### config.mk
export PLATFORM = sky130hd
export DESIGN_NAME = mem_arbiter
export DESIGN_NICKNAME = d
export VERILOG_FILES = /design/src/rtl/mem_arbiter.sv
export SDC_FILE = /design/constraint.sdc
export NUM_CORES = 1
export LEC_CHECK = 0
export CAP_MARGIN = 20
export CORE_MARGIN = 3
export CORE_UTILIZATION = 40
export DETAILED_ROUTE_END_ITERATION = 10
export PLACE_DENSITY = 0.78
export SLEW_MARGIN = 10
export SYNTH_ARGS = -nofsm -noshare
export SYNTH_HDL_FRONTEND = slang
export SYNTH_SLANG_ARGS = --single-unit
### constraint.sdc
create_clock -name clk_i -period 2 [get_ports clk_i]
set_input_delay 0.3 -clock clk_i [delete_from_list [all_inputs] [get_ports clk_i]]
set_output_delay 0.3 -clock clk_i [all_outputs]
set_load 0.005 [all_outputs]
### src/rtl/mem_arbiter.sv
// Single-port memory arbiter: fetch and load/store ports share one memory, one
// transaction at a time, data favoured with a bounded fetch starvation window.
module mem_arbiter #(
    parameter int ADDR_WIDTH = 32,
    parameter int DATA_WIDTH = 32,
    parameter int LATENCY    = 2,
    parameter int MAX_SKIP   = 3
) (
    input  logic                    clk_i,
    input  logic                    rst_i,
    input  logic                    if_req_i,
    input  logic [ADDR_WIDTH-1:0]   if_addr_i,
    output logic                    if_ack_o,
    output logic [DATA_WIDTH-1:0]   if_rdata_o,
    input  logic                    d_req_i,
    input  logic                    d_we_i,
    input  logic [ADDR_WIDTH-1:0]   d_addr_i,
    input  logic [DATA_WIDTH-1:0]   d_wdata_i,
    input  logic [DATA_WIDTH/8-1:0] d_be_i,
    output logic                    d_ack_o,
    output logic [DATA_WIDTH-1:0]   d_rdata_o,
    output logic                    mem_req_o,
    output logic                    mem_we_o,
    output logic [ADDR_WIDTH-1:0]   mem_addr_o,
    output logic [DATA_WIDTH-1:0]   mem_wdata_o,
    output logic [DATA_WIDTH/8-1:0] mem_be_o,
    input  logic [DATA_WIDTH-1:0]   mem_rdata_i,
    output logic                    busy_o,
    output logic [1:0]              state_o
);
    // Handshake: a requester raises req with stable qualifiers and holds them
    // until its one-cycle ack; req still high in the IDLE cycle after the ack
    // starts a new transaction, and a req dropped before its grant is forgotten.
    localparam int BE_WIDTH = DATA_WIDTH / 8;
    localparam int SKIP_W   = (MAX_SKIP < 1) ? 1 : $clog2(MAX_SKIP + 1);

    typedef enum logic [1:0] {
        S_IDLE  = 2'd0,
        S_ISSUE = 2'd1,
        S_WAIT  = 2'd2,
        S_RESP  = 2'd3
    } state_t;

    state_t                  state_q, state_d;
    logic                    grant_valid, grant_data, contested;
    logic [SKIP_W-1:0]       skip_q;
    logic [3:0]              wait_q;
    logic                    sel_data_q;
    logic                    we_q;
    logic [ADDR_WIDTH-1:0]   addr_q;
    logic [DATA_WIDTH-1:0]   wdata_q;
    logic [BE_WIDTH-1:0]     be_q;
    logic [DATA_WIDTH-1:0]   if_rdata_q, d_rdata_q;

    assign contested = if_req_i && d_req_i;

    always_ff @(posedge clk_i) begin
        if (rst_i) begin
            state_q <= S_IDLE;
        end else begin
            state_q <= state_d;
        end
    end

    always_comb begin
        state_d     = state_q;
        grant_valid = 1'b0;
        grant_data  = 1'b0;
        case (state_q)
            S_IDLE: begin
                // Fetch only beats data once it has lost MAX_SKIP contests in a row.
                if (d_req_i && !(if_req_i && skip_q == SKIP_W'(MAX_SKIP))) begin
                    grant_valid = 1'b1;
                    grant_data  = 1'b1;
                end else if (if_req_i) begin
                    grant_valid = 1'b1;
                end
                if (grant_valid) state_d = S_ISSUE;
            end
            S_ISSUE: state_d = S_WAIT;
            S_WAIT:  if (wait_q == 4'd1) state_d = S_RESP;
            S_RESP:  state_d = S_IDLE;
            default: state_d = S_IDLE;
        endcase
    end

    always_ff @(posedge clk_i) begin
        if (rst_i) begin
            skip_q     <= '0;
            wait_q     <= '0;
            sel_data_q <= 1'b0;
            we_q       <= 1'b0;
            addr_q     <= '0;
            wdata_q    <= '0;
            be_q       <= '0;
            if_rdata_q <= '0;
            d_rdata_q  <= '0;
        end else begin
            case (state_q)
                S_IDLE: begin
                    if (grant_valid) begin
                        sel_data_q <= grant_data;
                        if (grant_data) begin
                            we_q    <= d_we_i;
                            addr_q  <= d_addr_i;
                            wdata_q <= d_wdata_i;
                            be_q    <= d_be_i;
                        end else begin
                            we_q    <= 1'b0;
                            addr_q  <= if_addr_i;
                            wdata_q <= '0;
                            be_q    <= '1;
                        end
                        if (!grant_data) begin
                            skip_q <= '0;
                        end else if (contested) begin
                            skip_q <= skip_q + 1'b1;
                        end
                    end
                end
                S_ISSUE: wait_q <= 4'(LATENCY);
                S_WAIT: begin
                    wait_q <= wait_q - 4'd1;
                    if (wait_q == 4'd1) begin
                        if (!sel_data_q) begin
                            if_rdata_q <= mem_rdata_i;
                        end else if (we_q) begin
                            d_rdata_q <= '0;
                        end else begin
                            d_rdata_q <= mem_rdata_i;
                        end
                    end
                end
                default: ;
            endcase
        end
    end

    assign mem_req_o   = (state_q == S_ISSUE);
    assign mem_we_o    = we_q;
    assign mem_addr_o  = addr_q;
    assign mem_wdata_o = wdata_q;
    assign mem_be_o    = be_q;
    assign if_ack_o    = (state_q == S_RESP) && !sel_data_q;
    assign d_ack_o     = (state_q == S_RESP) && sel_data_q;
    assign if_rdata_o  = if_rdata_q;
    assign d_rdata_o   = d_rdata_q;
    assign busy_o      = (state_q != S_IDLE);
    assign state_o     = state_q;

endmodule

==> flow_metrics.env <==
export IMPL_status="finished clean"
export IMPL_hp_start="rst_i"
export IMPL_cts_root_to_sink_buffers=2
export IMPL_ys_warnings_count=0
export IMPL_fin_area_sq_mm=0.009453
export IMPL_total_drc_errors_in_the_routed_layout=0
export IMPL_n_antenna_cell=0
export IMPL_sequential_element_share_of_the_synthesized_area_pct=48.12
export IMPL_ys_types=34
export IMPL_grt_first_pass_wirelength_um=31730
export IMPL_critical_path_cell_chain="ha_1 > nor2b_1 > clkdlybuf4s50_1"
export IMPL_critical_path_slowest_cell="sky130_fd_sc_hd__clkdlybuf4s50_1"
export IMPL_synthesis_area_sq_mm=0.005908
export IMPL_cts_resized=5
export IMPL_grt_overflow_total=0
export IMPL_min_delay_path_class="input port to register"
export IMPL_grt_pass1_vias=6036
export IMPL_mux_contribution_to_synthesized_area_pct=0.3388
export IMPL_latest_clock_arrival_within_the_worst_skew_pair_ns=0.42
export IMPL_detailroute_via_count=6150
export IMPL_crit_path_dat_ns=1.58
export IMPL_most_common_layout_cells="sky130_fd_sc_hd__clkdlybuf4s50_1 (273), sky130_fd_sc_hd__dfxtp_1 (139), sky130_fd_sc_hd__nor2_1 (73)"
export IMPL_crit_family="buffers and inverters"
export IMPL_synth_simple_gate_area_share_pct=16.96
export IMPL_synthesis_nets=811
export IMPL_finish_net_count=1048
export IMPL_final_hold_worst_slack_ns=0.2695
export IMPL_postSynthRegisterBits=142
export IMPL_cts_sinks=142
export IMPL_number_of_instances_in_the_placed_design=1065
export IMPL_report_final_hold_viol_count=0
export IMPL_die_area_sq_mm=0.01627
export IMPL_num_rows=43
export IMPL_timing_critical_path_required_ns=1.70
export IMPL_post_route_min_period_ns=1.877
export IMPL_cts_tree="done"
export IMPL_crit_start="state_o[1]$_SDFFE_PP0P_"
export IMPL_grtUsageTotal_pct=24.22
export IMPL_root_buffer="sky130_fd_sc_hd__clkbuf_16"
export IMPL_setup_total_negative_slack_ns=0
export IMPL_postPlaceCellArea_sq_mm=0.008798
export IMPL_path_class="register to primary output"
export IMPL_critical_path_max_fanout=5
export IMPL_post_layout_total_power_mw=10.57
export IMPL_critPathCaptureType="primary output"
export IMPL_starting_density_pct=41.75
export IMPL_final_period_utilization_pct=93.87
export IMPL_proportion_of_netlist_area_held_by_the_largest_area_contributor_pct=48.12
export IMPL_vdd_ir_drop_worst_mv=0.7439
export IMPL_report_final_slew_viol_count=0
export IMPL_chipHeight_um=127.5
export IMPL_setup_worst_path_start_class="register"
export IMPL_yosys_top_cells_area="sky130_fd_sc_hd__dfxtp_1 (48%), sky130_fd_sc_hd__o21ai_0 (6.1%), sky130_fd_sc_hd__a21oi_1 (5.7%)"
export IMPL_clk_pin_slew_worst_paths_ns=0.06
export IMPL_grt_setup_unrepaired="no"
export IMPL_grt_start_max_net_pins=65
export IMPL_route_detailed_vias_per_inst=5.606
export IMPL_hold_buffers=0
export IMPL_port_buffers=275
export IMPL_critical_path_reg2reg_startpoint="state_o[0]$_SDFFE_PP0P_"
export IMPL_clock_fmax_mhz=532.6
export IMPL_synth_largest_area_cell="sky130_fd_sc_hd__dfxtp_1"
export IMPL_layoutNonFillerInstCount=1097
export IMPL_setup_ws_ns=0.1226
export IMPL_cellPowerDensity_mw_per_mm2=1118
export IMPL_area_share_of_fa_ha_maj_cells_after_synthesis_pct=1.482
export IMPL_critical_path_max_stage_delay_ns=0.50
export IMPL_final_util_pct=66.81
export IMPL_drive_above_1_share_pct=7.415
export IMPL_top_level_ports=276
export IMPL_place_detailed_hpwl_um=13140
export IMPL_routed_wirelength_um=19960
export IMPL_compound_gate_portion_of_the_synthesized_area_pct=25.90
export IMPL_htree_num_levels=4
export IMPL_synthesized_area_fraction_occupied_by_xor_and_xnor_cells_pct=0
export IMPL_drt_first_pass_iters=5
export IMPL_drt_wl_cell_um=18.20
export IMPL_cts_setup_buffers=0
export IMPL_layout_cells_most_common="sky130_fd_sc_hd__clkdlybuf4s50_1"
export IMPL_avg_cell_area_syn_sq_um=8.858
export IMPL_antenna_violations_before_repair=0
export IMPL_combinational_family_with_the_most_area_after_synthesis="compound AO/OA/AOI/OAI gates"
export IMPL_netlist_instances=667
export IMPL_antenna_left=0
export IMPL_cp_buffers_inverters=1
export IMPL_worst_slew_margin_rel_pct=73.48
export IMPL_final_setup_violation_count=0
export IMPL_clock_skew_final_ns=0.004278
export IMPL_detail_route_iter0_violations=522
export IMPL_detailedPlace_worstSlack_ns=0.1667
export IMPL_maxCapViolations=0
export IMPL_tightest_slew_ns=0.3966
export IMPL_width_of_the_die_um=127.5
export IMPL_leakage_power_nw=3.224
export IMPL_core_area_sq_mm=0.01415
export IMPL_layout_area_overhead_vs_synth_pct=60.00
export IMPL_cts_inserted_buffers=17
export IMPL_fillers=1146
export IMPL_place_congestion=0.8040
-- flip-flops by register name (all words and copies together) (netlist names) --
| register | count |
|---|---|
| state_o | 2 |
| mem_wdata_o | 32 |
| wait_q | 4 |
| d_rdata_o | 32 |
| mem_addr_o | 32 |
| mem_be_o | 4 |
| mem_we_o | 1 |
| skip_q | 2 |
| if_rdata_o | 32 |
| sel_data_q | 1 |
-- synthesized netlist by cell type --
cell                        instances
sky130_fd_sc_hd__nor2b_1            2
sky130_fd_sc_hd__nand3_1           65
sky130_fd_sc_hd__nor3_1             1
sky130_fd_sc_hd__mux2i_1            2
sky130_fd_sc_hd__o21ai_1           27
sky130_fd_sc_hd__buf_4             12
sky130_fd_sc_hd__and4bb_2           1
sky130_fd_sc_hd__o21ai_0           72
sky130_fd_sc_hd__clkbuf_2           6
sky130_fd_sc_hd__nor2_1            73
sky130_fd_sc_hd__nand4bb_1          1
sky130_fd_sc_hd__buf_2             16
sky130_fd_sc_hd__and2_1             3
sky130_fd_sc_hd__buf_6              4
sky130_fd_sc_hd__and4b_1            1
sky130_fd_sc_hd__a32oi_1           33
sky130_fd_sc_hd__nand4b_1          34
sky130_fd_sc_hd__nor3b_1            1
sky130_fd_sc_hd__a22oi_1            2
sky130_fd_sc_hd__a311oi_2           6
sky130_fd_sc_hd__buf_1              5
sky130_fd_sc_hd__a21oi_1           67
sky130_fd_sc_hd__inv_1              7
sky130_fd_sc_hd__o21a_1             1
sky130_fd_sc_hd__a221oi_1           1
sky130_fd_sc_hd__dfxtp_1          142
sky130_fd_sc_hd__a311oi_1          27
sky130_fd_sc_hd__nand2_1            4
sky130_fd_sc_hd__clkbuf_1          35
sky130_fd_sc_hd__clkinv_1           1
sky130_fd_sc_hd__ha_1               7
sky130_fd_sc_hd__o32ai_1            5
sky130_fd_sc_hd__o31a_1             1
sky130_fd_sc_hd__nand2b_1           2
-- area by class of cell --
| cell class | count | area (sq um) | area share [%] |
|---|---|---|---|
| clock buffer | 21 | 460.4 | 4.871 |
| sequential | 142 | 2849 | 30.14 |
| timing repair buffer | 296 | 3044 | 32.20 |
| clock inverter | 11 | 187.7 | 1.985 |
| tap | 180 | 225.2 | 2.383 |
| inverter | 8 | 30.03 | 0.3177 |
| multi-input combinational | 439 | 2656 | 28.10 |
-- metal layers --
metal	track usage [%]	up-vias	routed length (um)
li1	-	2954	-
met1	28.57	2902	7853
met2	40.11	270	9640
met3	9.950	24	2075
met4	7.823	0	394
met5	0	-	0
-- worst paths after layout --
| path | end | slack, ns | cells past startpoint |
|---|---|---|---|
| min reg2reg | d_rdata_o[21]$_SDFFE_PP0P_ | 0.47 | 2 |
| min | if_rdata_o[16]$_SDFFE_PP0P_ | 0.27 | 2 |
| max | if_ack_o | 0.12 | 3 |
| max reg2reg | d_rdata_o[30]$_SDFFE_PP0P_ | 0.22 | 7 |
-- kinds of logic after synthesis --
family	Yosys count
AOI/OAI and AO/OA	242
adders and majority gates	7
buffers and inverters	86
DFF	142
muxes	2
and+or+nand+nor	188
-- report_power, final --
part	switching, mW	internal, mW
combinational	1.78	1.78
sequential	0.263	3.27
clock	1.21	2.27
total	3.25	7.32
No activity file was read; power rests on OpenSTA's default activity.
